$ cat config.mk
export PLATFORM = sky130hd
export DESIGN_NAME = dmem_initiator_flat
export DESIGN_NICKNAME = d
export VERILOG_FILES = /design/src/rtl/dmem_initiator_if.sv /design/src/rtl/dmem_initiator.sv /design/src/flat_wrapper.sv
export SDC_FILE = /design/constraint.sdc
export NUM_CORES = 1
export LEC_CHECK = 0
export CORE_AREA = 10 10 118 120
export CTS_BUF_LIST = sky130_fd_sc_hd__clkbuf_16
export DETAILED_ROUTE_END_ITERATION = 7
export DIE_AREA = 0 0 128 130
export PLACE_DENSITY_LB_ADDON = 0.12
export SETUP_SLACK_MARGIN = 0.3
export SLEW_MARGIN = 20
export SYNTH_ARGS = -nofsm -noshare
export SYNTH_HDL_FRONTEND = slang
export SYNTH_SLANG_ARGS = --single-unit
$ cat constraint.sdc
create_clock -name clk -period 2.55 [get_ports clk]
set_input_delay 0.765 -clock clk [delete_from_list [all_inputs] [get_ports clk]]
set_output_delay 0.765 -clock clk [all_outputs]
set_load 0.01 [all_outputs]
$ cat src/rtl/dmem_initiator_if.sv
// Data-memory port bundle between the load/store initiator and a memory or cache.
// master = initiator (drives strobes, address, data); slave = memory (drives resp, rdata).
interface dmem_initiator_if;
    logic        dmem_read;
    logic        dmem_write;
    logic [3:0]  dmem_byte_enable;
    logic [31:0] dmem_address;
    logic [31:0] dmem_wdata;
    logic        dmem_resp;
    logic [31:0] dmem_rdata;

    modport master (
        output dmem_read, dmem_write, dmem_byte_enable, dmem_address, dmem_wdata,
        input  dmem_resp, dmem_rdata
    );

    modport slave (
        input  dmem_read, dmem_write, dmem_byte_enable, dmem_address, dmem_wdata,
        output dmem_resp, dmem_rdata
    );
endinterface

$ cat src/rtl/dmem_initiator.sv
// Turns one RV32 load/store into a word-aligned memory transaction; rsp 2 cycles after accept with zero-wait memory.
// Backpressure: req_ready only in IDLE; one request in flight. Optional response timeout: DMEM_TIMEOUT_EN.
module dmem_initiator #(
    parameter int unsigned TIMEOUT_CYCLES = 64
) (
    input  logic        clk,
    input  logic        rst_n,
    input  logic        req_valid,
    output logic        req_ready,
    input  logic        req_we,
    input  logic [2:0]  req_funct3,
    input  logic [31:0] req_addr,
    input  logic [31:0] req_wdata,
    output logic        rsp_valid,
    output logic [31:0] rsp_rdata,
    output logic        rsp_error,
    dmem_initiator_if.master dmem
);

    typedef enum logic [1:0] {IDLE, BUSY, RESP} state_t;

    if (TIMEOUT_CYCLES < 1 || TIMEOUT_CYCLES > 65535) begin : g_bad_cfg
        $error("dmem_initiator: TIMEOUT_CYCLES out of range 1..65535");
    end

    state_t      state_q, state_d;
    logic        we_q, we_d;
    logic [2:0]  funct3_q, funct3_d;
    logic [1:0]  addr_lo_q, addr_lo_d;
    logic        dmem_read_q, dmem_read_d;
    logic        dmem_write_q, dmem_write_d;
    logic [3:0]  be_q, be_d;
    logic [31:0] address_q, address_d;
    logic [31:0] wdata_q, wdata_d;
    logic        rsp_valid_q, rsp_valid_d;
    logic [31:0] rsp_rdata_q, rsp_rdata_d;
    logic        rsp_error_q, rsp_error_d;
`ifdef DMEM_TIMEOUT_EN
    logic [15:0] cnt_q, cnt_d;
`endif

    logic [31:0] lane;
    logic [31:0] load_data;

    function automatic logic req_legal(input logic we, input logic [2:0] f3, input logic [1:0] a);
        logic ok;
        case (f3)
            3'b000:  ok = 1'b1;
            3'b100:  ok = !we;
            3'b001:  ok = !a[0];
            3'b101:  ok = !we && !a[0];
            3'b010:  ok = (a == 2'b00);
            default: ok = 1'b0;
        endcase
        return ok;
    endfunction

    function automatic logic [3:0] lane_mask(input logic [2:0] f3, input logic [1:0] a);
        logic [3:0] m;
        case (f3[1:0])
            2'b00:   m = 4'b0001 << a;
            2'b01:   m = 4'b0011 << {a[1], 1'b0};
            default: m = 4'b1111;
        endcase
        return m;
    endfunction

    function automatic logic [31:0] lane_data(input logic [2:0] f3, input logic [31:0] d);
        logic [31:0] r;
        case (f3[1:0])
            2'b00:   r = {4{d[7:0]}};
            2'b01:   r = {2{d[15:0]}};
            default: r = d;
        endcase
        return r;
    endfunction

    // Align the addressed byte/half to bit 0, then extend by width code.
    always_comb begin
        lane = dmem.dmem_rdata >> {addr_lo_q, 3'b000};
        case (funct3_q)
            3'b000:  load_data = {{24{lane[7]}}, lane[7:0]};
            3'b100:  load_data = {24'h0, lane[7:0]};
            3'b001:  load_data = {{16{lane[15]}}, lane[15:0]};
            3'b101:  load_data = {16'h0, lane[15:0]};
            default: load_data = dmem.dmem_rdata;
        endcase
    end

    always_comb begin
        state_d      = state_q;
        we_d         = we_q;
        funct3_d     = funct3_q;
        addr_lo_d    = addr_lo_q;
        dmem_read_d  = dmem_read_q;
        dmem_write_d = dmem_write_q;
        be_d         = be_q;
        address_d    = address_q;
        wdata_d      = wdata_q;
        rsp_valid_d  = 1'b0;
        rsp_rdata_d  = 32'h0;
        rsp_error_d  = 1'b0;
`ifdef DMEM_TIMEOUT_EN
        cnt_d        = cnt_q;
`endif
        case (state_q)
            IDLE: begin
                if (req_valid) begin
                    we_d      = req_we;
                    funct3_d  = req_funct3;
                    addr_lo_d = req_addr[1:0];
                    if (req_legal(req_we, req_funct3, req_addr[1:0])) begin
                        state_d      = BUSY;
                        dmem_read_d  = !req_we;
                        dmem_write_d = req_we;
                        be_d         = lane_mask(req_funct3, req_addr[1:0]);
                        address_d    = {req_addr[31:2], 2'b00};
                        wdata_d      = lane_data(req_funct3, req_wdata);
`ifdef DMEM_TIMEOUT_EN
                        cnt_d        = 16'h0;
`endif
                    end else begin
                        state_d     = RESP;
                        rsp_valid_d = 1'b1;
                        rsp_error_d = 1'b1;
                    end
                end
            end
            BUSY: begin
                if (dmem.dmem_resp) begin
                    state_d      = RESP;
                    dmem_read_d  = 1'b0;
                    dmem_write_d = 1'b0;
                    be_d         = 4'h0;
                    address_d    = 32'h0;
                    wdata_d      = 32'h0;
                    rsp_valid_d  = 1'b1;
                    rsp_rdata_d  = we_q ? 32'h0 : load_data;
                end
`ifdef DMEM_TIMEOUT_EN
                // A response arriving on the final allowed cycle still completes normally.
                else if (cnt_q == 16'(TIMEOUT_CYCLES - 1)) begin
                    state_d      = RESP;
                    dmem_read_d  = 1'b0;
                    dmem_write_d = 1'b0;
                    be_d         = 4'h0;
                    address_d    = 32'h0;
                    wdata_d      = 32'h0;
                    rsp_valid_d  = 1'b1;
                    rsp_error_d  = 1'b1;
                end else begin
                    cnt_d = cnt_q + 16'h1;
                end
`endif
            end
            default: begin
                state_d = IDLE;
            end
        endcase
    end

    always_ff @(posedge clk or negedge rst_n) begin
        if (!rst_n) begin
            state_q      <= IDLE;
            we_q         <= 1'b0;
            funct3_q     <= 3'b000;
            addr_lo_q    <= 2'b00;
            dmem_read_q  <= 1'b0;
            dmem_write_q <= 1'b0;
            be_q         <= 4'h0;
            address_q    <= 32'h0;
            wdata_q      <= 32'h0;
            rsp_valid_q  <= 1'b0;
            rsp_rdata_q  <= 32'h0;
            rsp_error_q  <= 1'b0;
`ifdef DMEM_TIMEOUT_EN
            cnt_q        <= 16'h0;
`endif
        end else begin
            state_q      <= state_d;
            we_q         <= we_d;
            funct3_q     <= funct3_d;
            addr_lo_q    <= addr_lo_d;
            dmem_read_q  <= dmem_read_d;
            dmem_write_q <= dmem_write_d;
            be_q         <= be_d;
            address_q    <= address_d;
            wdata_q      <= wdata_d;
            rsp_valid_q  <= rsp_valid_d;
            rsp_rdata_q  <= rsp_rdata_d;
            rsp_error_q  <= rsp_error_d;
`ifdef DMEM_TIMEOUT_EN
            cnt_q        <= cnt_d;
`endif
        end
    end

    assign req_ready             = (state_q == IDLE);
    assign rsp_valid             = rsp_valid_q;
    assign rsp_rdata             = rsp_rdata_q;
    assign rsp_error             = rsp_error_q;
    assign dmem.dmem_read        = dmem_read_q;
    assign dmem.dmem_write       = dmem_write_q;
    assign dmem.dmem_byte_enable = be_q;
    assign dmem.dmem_address     = address_q;
    assign dmem.dmem_wdata       = wdata_q;

endmodule

$ cat src/flat_wrapper.sv
// flat-port wrapper written by rule: the top's interface ports become plain ports
module dmem_initiator_flat 
#(
    parameter int unsigned TIMEOUT_CYCLES = 64
)
  (clk, rst_n, req_valid, req_ready, req_we, req_funct3, req_addr, req_wdata, rsp_valid, rsp_rdata, rsp_error, dmem_dmem_read, dmem_dmem_write, dmem_dmem_byte_enable, dmem_dmem_address, dmem_dmem_wdata, dmem_dmem_resp, dmem_dmem_rdata);
  dmem_initiator_if dmem_i ();
  input  logic clk;
  input  logic rst_n;
  input  logic req_valid;
  output logic req_ready;
  input  logic req_we;
  input  logic [2:0] req_funct3;
  input  logic [31:0] req_addr;
  input  logic [31:0] req_wdata;
  output logic rsp_valid;
  output logic [31:0] rsp_rdata;
  output logic rsp_error;
  output wire logic [$bits(dmem_i.dmem_read)-1:0] dmem_dmem_read;
  output wire logic [$bits(dmem_i.dmem_write)-1:0] dmem_dmem_write;
  output wire logic [$bits(dmem_i.dmem_byte_enable)-1:0] dmem_dmem_byte_enable;
  output wire logic [$bits(dmem_i.dmem_address)-1:0] dmem_dmem_address;
  output wire logic [$bits(dmem_i.dmem_wdata)-1:0] dmem_dmem_wdata;
  input wire logic [$bits(dmem_i.dmem_resp)-1:0] dmem_dmem_resp;
  input wire logic [$bits(dmem_i.dmem_rdata)-1:0] dmem_dmem_rdata;
  assign dmem_dmem_read = dmem_i.dmem_read;
  assign dmem_dmem_write = dmem_i.dmem_write;
  assign dmem_dmem_byte_enable = dmem_i.dmem_byte_enable;
  assign dmem_dmem_address = dmem_i.dmem_address;
  assign dmem_dmem_wdata = dmem_i.dmem_wdata;
  assign dmem_i.dmem_resp = dmem_dmem_resp;
  assign dmem_i.dmem_rdata = dmem_dmem_rdata;
  dmem_initiator #(.TIMEOUT_CYCLES(TIMEOUT_CYCLES)) u_core (.clk(clk), .rst_n(rst_n), .req_valid(req_valid), .req_ready(req_ready), .req_we(req_we), .req_funct3(req_funct3), .req_addr(req_addr), .req_wdata(req_wdata), .rsp_valid(rsp_valid), .rsp_rdata(rsp_rdata), .rsp_error(rsp_error), .dmem(dmem_i));
endmodule
Word-level counts from Yosys, hierarchy flattened:

Cells that the tools add are included.

* register bits: 112
* input bits: 104

* eq/ne operators: 12
* shifts and indexed selects: 3
* muxes and demuxes: 36
* reduce and logical (&&, ||, !) cells: 12

Operators with widths (count)
* 32-bit 2-to-1 mux: 8
* 32-bit case mux with 2 select lines: 3
* 32-bit case mux with 4 select lines: 1
* 32-bit by 5-bit right shift with 16-bit output: 1
* 4-bit case mux with 2 select lines: 2
* 3-bit == test (second input constant): 4
* 4-bit 2-to-1 mux: 3
* 1-bit 2-to-1 mux: 11
* 3-bit by 1-bit == test with 1-bit output (second input constant): 2
* 2-bit zero test: 3
* 3-bit zero test: 2
* 2-bit 2-to-1 mux: 3
* 1-bit case mux with 2 select lines: 3
* 1-bit case mux with 5 select lines: 1
* 2-bit by 1-bit == test with 1-bit output (second input constant): 2
* 2-bit != test (second input constant): 2
* 2-bit case mux with 2 select lines: 1
* 2-bit AND reduction: 2
* 4-bit AND reduction: 1
* 1-bit by 2-bit left shift with 4-bit output (first input constant): 1
* 2-bit by 2-bit left shift with 4-bit output (first input constant): 1
* 3-bit by 2-bit == test with 1-bit output (second input constant): 1
* 1-bit zero test: 2
* 2-bit by 1-bit != test with 1-bit output (second input constant): 1
* 2 further kinds: 2

Depth between registers and ports, before layout:

Gate-level depths: netlist of run 1.

* depth in word-level cells: 8
* mapped depth: 6
* gate-level depth less buffers: 3

Least setup slack after synthesis of run 1:

OpenSTA, ideal clock, no wires.

* path kind: input -> register
* start point: input port req_addr[0]
* end point: register u_core.wdata_q[8], in the netlist u_core.dmem.dmem_wdata[8]
* setup time: 125 ps
* arrival: 2019 ps
* slack: 406 ps
* stages on the path: 6
* cells stage by stage: or4_1 a21bo_1 buf_2 buf_6 buf_6 mux2i_1

* cells in the longest elaborated chain, start to end: 7
* elaborated cells between the ends (all ways): 8
* those cells by class: eq/ne (1); mux (3); reduce/logical (4)

RTL lines
* start, declared: RTL line flat_wrapper.sv:14 `input logic [31:0] req_addr;`
* 1-bit zero test: RTL line dmem_initiator.sv:50, dmem_initiator.sv:51
* 1-bit logical AND: RTL line dmem_initiator.sv:51 `3'b101: ok = !we && !a[0];`
* 1-bit case mux with 5 select lines *: RTL line dmem_initiator.sv:47 `case (f3)`
* 1-bit 2-to-1 mux *: RTL line dmem_initiator.sv:108 `if (req_valid) begin`
* 1-bit 2-to-1 mux *: RTL line dmem_initiator.sv:106 `case (state_q)`
* 2-bit by 1-bit != test with 1-bit output (no source line) *
* 4-bit AND reduction (no source line) *
* end signal, assigned: RTL line dmem_initiator.sv:188 `wdata_q <= wdata_d;`
* end, declared: RTL line dmem_initiator.sv:34 `logic [31:0] wdata_q, wdata_d;`

Mark *: on every way between the ends. The rest lies on a longest branch, timed or not. The select of a mux whose other input is x is not followed.
A chain may end at the register's enable or synchronous reset.

Worst setup path after layout of run 1:

* start point: input port req_addr[0]
* end point: register u_core.address_q[12], in the netlist u_core.dmem.dmem_address[12]

* cells in the longest elaborated chain, start to end: 7
* elaborated cells between the ends (all ways): 8
* those cells by class: eq/ne (1); mux (3); reduce/logical (4)

RTL lines
* 1-bit zero test: RTL line dmem_initiator.sv:50, dmem_initiator.sv:51
* 1-bit logical AND: RTL line dmem_initiator.sv:51
* 1-bit case mux with 5 select lines *: RTL line dmem_initiator.sv:47
* 1-bit 2-to-1 mux *: RTL line dmem_initiator.sv:108
* 1-bit 2-to-1 mux *: RTL line dmem_initiator.sv:106
* 2-bit by 1-bit != test with 1-bit output (no source line) *
* 4-bit AND reduction (no source line) *
* end signal, assigned: RTL line dmem_initiator.sv:187 `address_q <= address_d;`
* end, declared: RTL line dmem_initiator.sv:33 `logic [31:0] address_q, address_d;`

Marked as above.

==> key figures, run 1 <==
Cells and area
  • Synthesis-to-layout area growth: 47.8%
  • Filler Cells Inserted: 918
  • Final net count: 816
  • Share of layout cells above drive strength 1: 10.0%
  • Non-Filler Cell Area, Final: 7980 sq um
  • # diodes: 0

Die
  • Initial core utilization: 46.1%
  • Cell Rows: 40
  • Core ar.: 11700 sq um
  • Die ar.: 16600 sq um
  • Die height: 130 microns
  • Die W: 128 microns
  • Ports: 209

Global routing
  • First-pass GRT wire length: 25800 microns
  • Initial antenna violation count: 0
  • Gr usage total: 19.4%
  • Pin count of the biggest net entering global routing: 71
  • Global route overflow: 0
  • Vias in the first global route: 4874

Status
  • Status: completed

Worst setup path
  • CP max-delay cell: or4_1
  • Worst R2R Setup Slack: 0.55 ns
  • Nature of the critical path endpoint: flip-flop
  • CP max stage delay: 0.57 ns
  • Stages on worst setup path: 5
  • Worst r2r path cells: 3
  • Crit-path cells: clkdlybuf4s50_1, or4_1, a21bo_4, buf_12, mux2i_1
  • Worst reg2reg endpoint: u_core.rsp_rdata[8]
  • Crit path buf inv count: 2
  • Crit-path max FO: 32
  • Crit-path leading delay family: buffers and inverters
  • WP data arrival: 2.39 ns
  • WS Path Type: in2reg
  • Startpoint Class: primary input
  • Worst R2R Start: u_core.addr_lo_q[1]
  • Req. time, crit path: 2.77 ns

Clock tree
  • CTS sink count: 110
  • CTS Hold Buffers Added: 0
  • TritonCTS clock tree: done
  • CTS Buffer Depth: 2
  • Worst-Skew Late Latency: 0.35 ns
  • Clock transition at the registers of the reported paths: 0.07 ns
  • Buffer count from post-CTS setup fixing: 0
  • CTS HTree Levels: 3
  • PostCTS Resize Cnt: 1
  • Root Driver: clkbuf_16
  • TritonCTS Buffers: 9

Place
  • Placed instance area: 7680 sq um
  • Port bufs: 206
  • RePlAce Congestion: 0.841
  • Final HPWL DP: 12500 microns

Logic synthesis
  • Leading area contributor after synthesis: dfrtp_1
  • FF+latch count, synth: 110
  • Syn Area/Cell: 10.6 sq um
  • Gate count after technology mapping: 511
  • Yosys warnings: 0
  • Yosys top cell area share: 51.0%
  • Synth unique cells: 35
  • Sequential share of the synthesized area: 51.0%
  • Synth area leaders: dfrtp_1 (51%), mux2i_1 (16%), nand2_1 (6.0%), mux2_2 (4.4%), inv_1 (2.9%)
  • Synthesized cell area: 5400 sq um

Drt
  • Detailed-route wire length: 16500 microns
  • 1st-iter DRT viols: 394
  • Residual DRC count: 0
  • Via count: 4560
  • Wire length per cell: 19.1 microns
  • Antenna-violating nets left: 0
  • Via-per-instance ratio: 5.28
  • DR pass1 iterations: 4

Timing
  • Unrepaired setup endpoints after global routing: no
  • Final setup vio count: 0
  • Fin crit share: 84.9%
  • Fmax achieved: 462 MHz
  • Final Critical Period: 2.16 ns
  • Final Hold Fails: 0
  • Final Max Tran Viols: 0
  • Clock skew: 0.00628 ns
  • Worst-Margin Slew: 0.617 ns
  • Max transition margin: 58.8%

Power and ir drop
  • Leakage: 3.96 nW
  • Design Power: 6.55 mW
  • Power Dens Cells: 821 nW/um^2
  • Peak VDD IR: 0.420 mV

Job
  • Max-Cap Viols: 0

Min path
  • Hold Crit Class: in2async
metrics by stage:
| step | instances | setup slack [ns] | hold slack [ns] | setup TNS, ns | util (%) |
|---|---|---|---|---|---|
| 6_report | 864 | 0.385 | 0.317 | 0 | 68.1 |
| 5_1_grt | 864 | 0.319 | 0.333 | 0 | 68.1 |
| 4_1_cts | 864 | 0.332 | 0.316 | 0 | 68.1 |
| 3_5_place_dp | 848 | -0.0226 | 0.498 | -0.0226 | 65.6 |
| 3_3_place_gp | 848 | 0.0629 | 0.500 | 0 | 65.6 |
| 2_1_floorplan | 512 | 0.406 | 0.469 | 0 | - |
sequential cells by signal, summed over array words and instances (netlist names), 2 cells and up:
name	flops
u_core.rsp_rdata	32
u_core.dmem.dmem_byte_enable	4
u_core.funct3_q	3
u_core.addr_lo_q	2
u_core.dmem.dmem_wdata	32
u_core.state_q	2
u_core.dmem.dmem_address	30
layer usage:
metal | GRT usage [%] | up-vias | routed length, microns
met2 | 31.2 | 184 | 7990
met5 | 0 | - | 0
met1 | 23.1 | 2194 | 6610
met3 | 7.42 | 22 | 1620
li1 | - | 2160 | -
met4 | 7.02 | 0 | 307
cell usage after synthesis:
master    number
a221oi_1       8
mux4_2         1
buf_2          7
nand4b_1       1
or4_1          1
clkbuf_1      26
or2_2          2
nor2_1         6
nand2b_1      11
nor4bb_1       1
or3_1          1
a32oi_1        1
nand2_1       87
xor2_1         1
buf_1          2
dfrtp_1      110
buf_6          2
o211ai_1       8
a221o_1        1
inv_1         42
o22a_1         7
a311oi_1      16
a21oi_1       20
nand3_1        1
mux2_2        21
nor2b_1        2
o221a_2        7
mux2i_1       86
o21ai_0       18
a21bo_1        1
and2_1         8
conb_1         1
nand3b_1       1
buf_4          2
nor3b_2        1
kinds of logic (layout without fill, tap and decap cells):
logic type             after synthesis  after routing  share of synthesized area, %
AO/OA/AOI/OAI                       87             87                          11.7
XOR/XNOR                             1              1                         0.162
buffers and inverters               81            286                          6.21
flip-flops                         110            110                          51.0
multiplexers                       108            108                          20.7
other                                1              2                        0.0694
AND/OR/NAND/NOR                    123            123                          10.2
cell usage in the layout (no fill, tap or decap), types with 2 or more instances in the layout:
cell / Yosys / final
and2_1: 8 / 8
clkdlybuf4s50_1: 0 / 204
buf_12: 0 / 3
a21oi_1: 20 / 20
inv_1: 42 / 42
mux2i_1: 86 / 86
o22a_1: 7 / 7
o21ai_0: 18 / 18
mux2_2: 21 / 21
buf_4: 2 / 20
nand2_1: 87 / 87
a311oi_1: 16 / 16
nor2_1: 6 / 6
clkinv_1: 0 / 3
o211ai_1: 8 / 8
conb_1: 1 / 2
dfrtp_1: 110 / 110
nand2b_1: 11 / 11
o221a_2: 7 / 7
clkbuf_16: 0 / 9
or2_2: 2 / 2
a221oi_1: 8 / 8
final cells by class:
type | instances | area [sq um] | share of cell area, %
clock buffer | 9 | 225 | 2.82
clock inverter | 7 | 62.6 | 0.784
inverter | 42 | 158 | 1.98
multi-input combinational | 321 | 2340 | 29.3
sequential | 110 | 2750 | 34.5
tap | 147 | 184 | 2.31
timing repair buffer | 228 | 2260 | 28.3
how the worst max path moves through the flow:
stage / from / end
5_1_grt: req_funct3[0] / u_core.dmem.dmem_byte_enable[0]
2_1_floorplan: req_addr[0] / u_core.dmem.dmem_wdata[8]
3_5_place_dp: dmem_dmem_rdata[23] / u_core.rsp_rdata[30]
4_1_cts: dmem_dmem_rdata[23] / u_core.rsp_rdata[30]
3_3_place_gp: req_addr[0] / u_core.dmem.dmem_address[14]
6_report: req_addr[0] / u_core.dmem.dmem_address[12]
where the power goes:
group          internal [mW]  leakage [nW]  switching (mW)  total, mW
sequential              2.22          1.42           0.315       2.54
combinational           1.42          2.40            1.21       2.63
clock                  0.754         0.138           0.625       1.38
(Power assumes the default switching activity.)
==> run 2, diff against run 1 <==
--- a/config.mk
+++ b/config.mk
@@ -5,10 +5,10 @@
 export SDC_FILE = /design/constraint.sdc
 export NUM_CORES = 1
 export LEC_CHECK = 0
-export CORE_AREA = 10 10 118 120
+export CORE_AREA = 10 10 122 124
 export CTS_BUF_LIST = sky130_fd_sc_hd__clkbuf_16
 export DETAILED_ROUTE_END_ITERATION = 7
-export DIE_AREA = 0 0 128 130
+export DIE_AREA = 0 0 132 134
 export PLACE_DENSITY_LB_ADDON = 0.12
 export SETUP_SLACK_MARGIN = 0.3
 export SLEW_MARGIN = 20
==> constraint.sdc (replaced) <==
create_clock -name clk -period 2.2 [get_ports clk]
set_input_delay 0.66 -clock clk [delete_from_list [all_inputs] [get_ports clk]]
set_output_delay 0.66 -clock clk [all_outputs]
set_load 0.01 [all_outputs]
==> run 2 against run 1 <==
Compared with the run above:
- critical path depth shrank 4
- first-iteration DRC count shrank 32%
- wire length grew 6.3%
- largest cell class unchanged
- clock power grew 17%
- largest power group is now registers
- critical endpoint is now rsp_rdata[31]
==> key figures, run 2 (same netlist as run 1, synthesis figures left out) <==
Timing
  • Final Max Tran Viols: 0 (unchanged)
  • Final Hold Fails: 0 (unchanged)
  • Final setup vio count: 0 (unchanged)
  • PnR worst setup slack: 0.324 ns (-0.0612 ns)
  • Clock skew: 0.00840 ns (+0.00212 ns)
  • Final Critical Period: 1.88 ns
  • Fin crit share: 85.3%
  • Fmax achieved: 533 MHz
  • Unrepaired setup endpoints after global routing: yes

Cells and area
  • Filler Cells Inserted: 1038 (+13%)
  • Non-Filler Cell Area, Final: 8220 sq um (+3.0%)
  • Final core utilization: 65.9% (-2.2 points)
  • Synthesis-to-layout area growth: 52.2%
  • Share of layout cells above drive strength 1: 13.3% (+3.3 points)
  • FF/Latch Area: 2750 sq um (unchanged)
  • Most frequent cells in the layout: dfrtp_1 (110), clkdlybuf4s50_1 (108), nand2_1 (87)
  • Fin cells: 908 (+5.1%)
  • Final net count: 834 (+2.2%)
  • Commonest non-fill, non-tap cell in the layout: dfrtp_1
  • Area of the multi-input gates: 2370 sq um (+1.7%)

Die
  • Die ar.: 17700 sq um (+6.3%)
  • Ports: 209 (unchanged)
  • Die W: 132 microns (+3.1%)
  • Die height: 134 microns (+3.1%)
  • Core ar.: 12500 sq um (+6.4%)
  • Initial core utilization: 43.3% (-2.8 points)
  • Cell Rows: 41 (+2.5%)

Drt
  • Detailed-route wire length: 17600 microns (+6.3%)
  • 1st-iter DRT viols: 269 (-32%)
  • DR pass1 iterations: 4 (unchanged)
  • Wire length per cell: 19.3 microns (+1.1%)
  • Via count: 4685 (+2.7%)
  • Antenna-violating nets left: 0 (unchanged)
  • Residual DRC count: 0 (unchanged)
  • Via-per-instance ratio: 5.16 (-2.2%)

Power and ir drop
  • Power Dens Cells: 892 nW/um^2 (+8.7%)
  • Leakage: 4.55 nW (+15%)
  • Clock power share: 22.0% (+0.9 points)
  • Peak VDD IR: 0.490 mV (+17%)
  • Logic pwr share: 38.4% (-1.8 points)
  • P_sw: 2.53 mW (+18%)
  • Sw frac: 34.5% (+1.6 points)
  • Sequential group share of total power: 39.6% (+0.8 points)
  • Pint: 4.80 mW (+9.2%)

Worst setup path
  • Req. time, crit path: 1.54 ns (-1.23 ns)
  • WP data arrival: 1.22 ns (-1.17 ns)
  • CP max-delay cell: clkdlybuf4s50_1
  • WS Path Type: reg2out
  • Startpoint Class: flip-flop
  • Crit-path max FO: 1 (-97%)
  • Crit-path cells: clkdlybuf4s50_1
  • Crit path buf inv count: 1 (-1)
  • CP max stage delay: 0.55 ns (-0.02 ns)
  • Nature of the critical path endpoint: output port
  • Crit-path leading delay family: buffers and inverters

Global routing
  • Gr usage total: 19.2% (-0.15 points)
  • Pin count of the biggest net entering global routing: 58 (-18%)
  • Vias in the first global route: 4967 (+1.9%)
  • Initial antenna violation count: 1 (+1)
  • First-pass GRT wire length: 27300 microns (+5.7%)
  • Global route overflow: 0 (unchanged)

Clock tree
  • Root Driver: clkbuf_16
  • CTS Hold Buffers Added: 0 (unchanged)
  • TritonCTS Buffers: 9 (unchanged)
  • CTS HTree Levels: 3 (unchanged)
  • CTS Buffer Depth: 2 (unchanged)
  • Worst-Skew Late Latency: 0.35 ns (about the same)
  • Clock transition at the registers of the reported paths: 0.07 ns (about the same)
  • CTS sink count: 110 (unchanged)
  • TritonCTS clock tree: done

Min path
  • Hold Crit Class: in2async

Place
  • Placed instance area: 7840 sq um (+2.0%)
  • Dpl ws: -0.205 ns (-0.182 ns)
  • Port bufs: 206 (unchanged)
  • Total placed cells including tap cells: 884 (+4.2%)
  • RePlAce Congestion: 0.872 (+3.6%)
  • Final HPWL DP: 13000 microns (+3.9%)

Job
  • Max-Cap Viols: 0 (unchanged)

Status
  • Status: completed
-- run 2: cell count changes in the layout (fill, tap and decap cells not counted), moves of 4 or more --
cell	previous run	this run
clkdlybuf4s50_1	204	108
dlygate4sd2_1	1	80
dlymetal6s2s_1	0	14
buf_4	20	32
mux2i_1	86	82
-- run 2: per-layer routing --
metal  routed length, microns  GRT usage (%)
met1                     6960           22.4
met2                     9110           33.5
met3                     1190           5.30
met4                      305           6.24
met5                        0              0
-- run 2: power groups by stage --
stage	sequential, mW	clock (mW)	combinational, mW
6_report	2.90	1.61	2.82
4_1_cts	2.91	1.65	2.82
2_1_floorplan	3.15	0	1.15
5_1_grt	2.98	1.73	3.09
3_5_place_dp	2.95	0	3.14
3_3_place_gp	2.94	0	3.04
-- run 2: path summary, 6_finish.rpt --
path                                       from                           to  slack [ns]  depth (start not counted)
setup reg to reg            u_core.addr_lo_q[1]         u_core.rsp_rdata[18]        0.57                          6
setup / recovery           u_core.rsp_rdata[31]                rsp_rdata[31]        0.32                          1
hold reg to reg              u_core.funct3_q[2]           u_core.funct3_q[2]        0.51                          1
min in group clk             u_core.funct3_q[2]           u_core.funct3_q[2]        0.51                          1
hold / removal                            rst_n  u_core.dmem.dmem_address[6]        0.24                          1
max in group asynchronous                 rst_n         u_core.rsp_rdata[10]        1.37                          2
-- run 2: what timing repair did --
action                     CTS  global route
pin swaps                    4             2
setup endpoints to repair  148            60
setup buffers                2             2
gates resized for setup     86            26
cloned                       2             1
-- run 2: cell type report --
| type | count | share of cell area, % |
|---|---|---|
| inverters | 42 | 1.92 |
| multi-input cells | 321 | 28.9 |
| well taps | 172 | 2.62 |
| clock inverters | 7 | 0.807 |
| diodes | 1 | 0.0305 |
| clock buffers | 9 | 2.74 |
| repair buffers | 246 | 29.5 |
| flip-flops and latches | 110 | 33.5 |
-- run 2: through the flow --
step	total power [mW]	hold WS (ns)	setup TNS, ns
finish	7.33	0.242	0
global route	7.80	0.264	0
CTS	7.38	0.250	0
detailed placement	6.09	0.502	-12.10
global placement	5.98	0.500	-9.90
floorplan	4.30	0.364	0
==> RTL change, RTL diff (config.mk and constraints of run 2) <==
Encoding of `state_t`: now one-hot (3 bits for 3 states).
--- a/src/rtl/dmem_initiator.sv
+++ b/src/rtl/dmem_initiator.sv
@@ -18,5 +18,5 @@
 );
 
-    typedef enum logic [1:0] {IDLE, BUSY, RESP} state_t;
+    typedef enum logic [2:0] {IDLE = 3'b001, BUSY = 3'b010, RESP = 3'b100} state_t;
 
     if (TIMEOUT_CYCLES < 1 || TIMEOUT_CYCLES > 65535) begin : g_bad_cfg
Function: same outputs for any inputs over 4 cycles, from zero or initial values and one cycle with rst_n low; so few cycles prove little.
==> RTL change against run 2 <==
  * Area after synthesis fell by 12%
  * Final area fell by 5.8%
  * Sequential cell count rose by 1
  * Wire length fell by 5.2%
  * Power rose by 4.6%
  * Hold slack improved by 12 ps
  * Critical path type is now in -> reg
  * Worst setup slack got worse by 66 ps
  * Synthesized cell count fell by 24%
==> RTL change: results <==
pwr:
  p_sw_mw: 2.56
  ir_worst_vdd_mv: 0.689
  comb_power_share_pct: 38.9
  power.leakage_nw: 4.08
  pwr-share-clk_pct: 20.8
grt:
  grt_pass1_wl_mm: 26.4
  grt_max_degree: 44
  grtUsageMet3_pct: 6.57
  grt_pass1_vias: 4574
  grt_use_total_pct: 18.8
  use_met2_pct: 31.5
  antenna_found_initial: 0
cells_and_area:
  final_area_sq_mm: 0.00774
  fill_cells: 1060
  layout.nets: 727
  multi_input_area_sq_mm: 0.00192
  multiInputCombCellCount: 243
  clk_share_pct: 3.61
  buffer_area_share_pct: 32.8
  inverters: 3
  drive_gt1_share_pct: 15.5
  seq_share_pct: 35.9
  antenna-diode-count: 0
  n_all_buffers: 255
synthesis:
  synth_compound_area_share_pct: 24.5
  ys_top_cells_by_count: "dfrtp_1, a22o_1, mux2i_1"
  synth_cell_types: 45
  netlist_top_cells_area: "dfrtp_1, a22o_1, mux2i_1, a21o_1, o2bb2ai_1"
  synth_xor_area_share_pct: 0
  synth_mux_area_share_pct: 8.17
  ys_seq_area_share_pct: 58.3
placement:
  place.gp.congestion: 0.855
  post-place-cells: 766
  placed_area_sq_mm: 0.00727
  dpl.hpwl_mm: 12.1
  dp_slack_ps: -426
run_status:
  status: "finished clean"
routing:
  wl_met3_mm: 1.13
  drt_first_pass_iters: 6
  detail_route.iter0.violations: 313
  wl_met1_mm: 6.96
  wl_mm: 16.7
  post_drt_wl_per_cell_microns: 20.8
  dr_wl_met2_mm: 8.32
  vias_per_cell: 5.22
clock_tree:
  root_buffer: "clkbuf_16"
  post-cts-setup-buffers: 13
  post_cts_resized: 123
sta:
  fin_skew_ps: 9.42
worst_setup_path:
  cp_top_family: "simple AND/OR/NAND/NOR gates"
  arrival_ps: 2180
  path_max_fanout: 7
  critPathSlowestCell: "or4_4"
[RTL change: changes by cell type after synthesis, sizes merged, moves of 8 or more]
cell,before,now
a21o,0,28
a311oi,16,0
nand2,87,20
a22o,0,48
nor2,6,14
a221oi,8,0
mux2i,86,31
and2,8,0
clkbuf,26,13
o2bb2ai,0,17
mux2,21,5
nand2b,11,2
inv,42,2
[RTL change: final timing paths]
kind | startpoint | endpoint | slack [ps] | cells past startpoint
worst max-delay path | req_addr[1] | u_core.dmem.dmem_address[25] | 260 | 8
worst min-delay path | rst_n | u_core.rsp_rdata[28] | 250 | 1
worst max register to register | u_core.state_q[2] | u_core.dmem.dmem_address[25] | 350 | 7
worst min register to register | u_core.dmem.dmem_byte_enable[1] | u_core.dmem.dmem_byte_enable[1] | 480 | 1
max in group asynchronous | rst_n | u_core.rsp_rdata[7] | 1330 | 2
min in group clk | u_core.dmem.dmem_byte_enable[1] | u_core.dmem.dmem_byte_enable[1] | 480 | 1
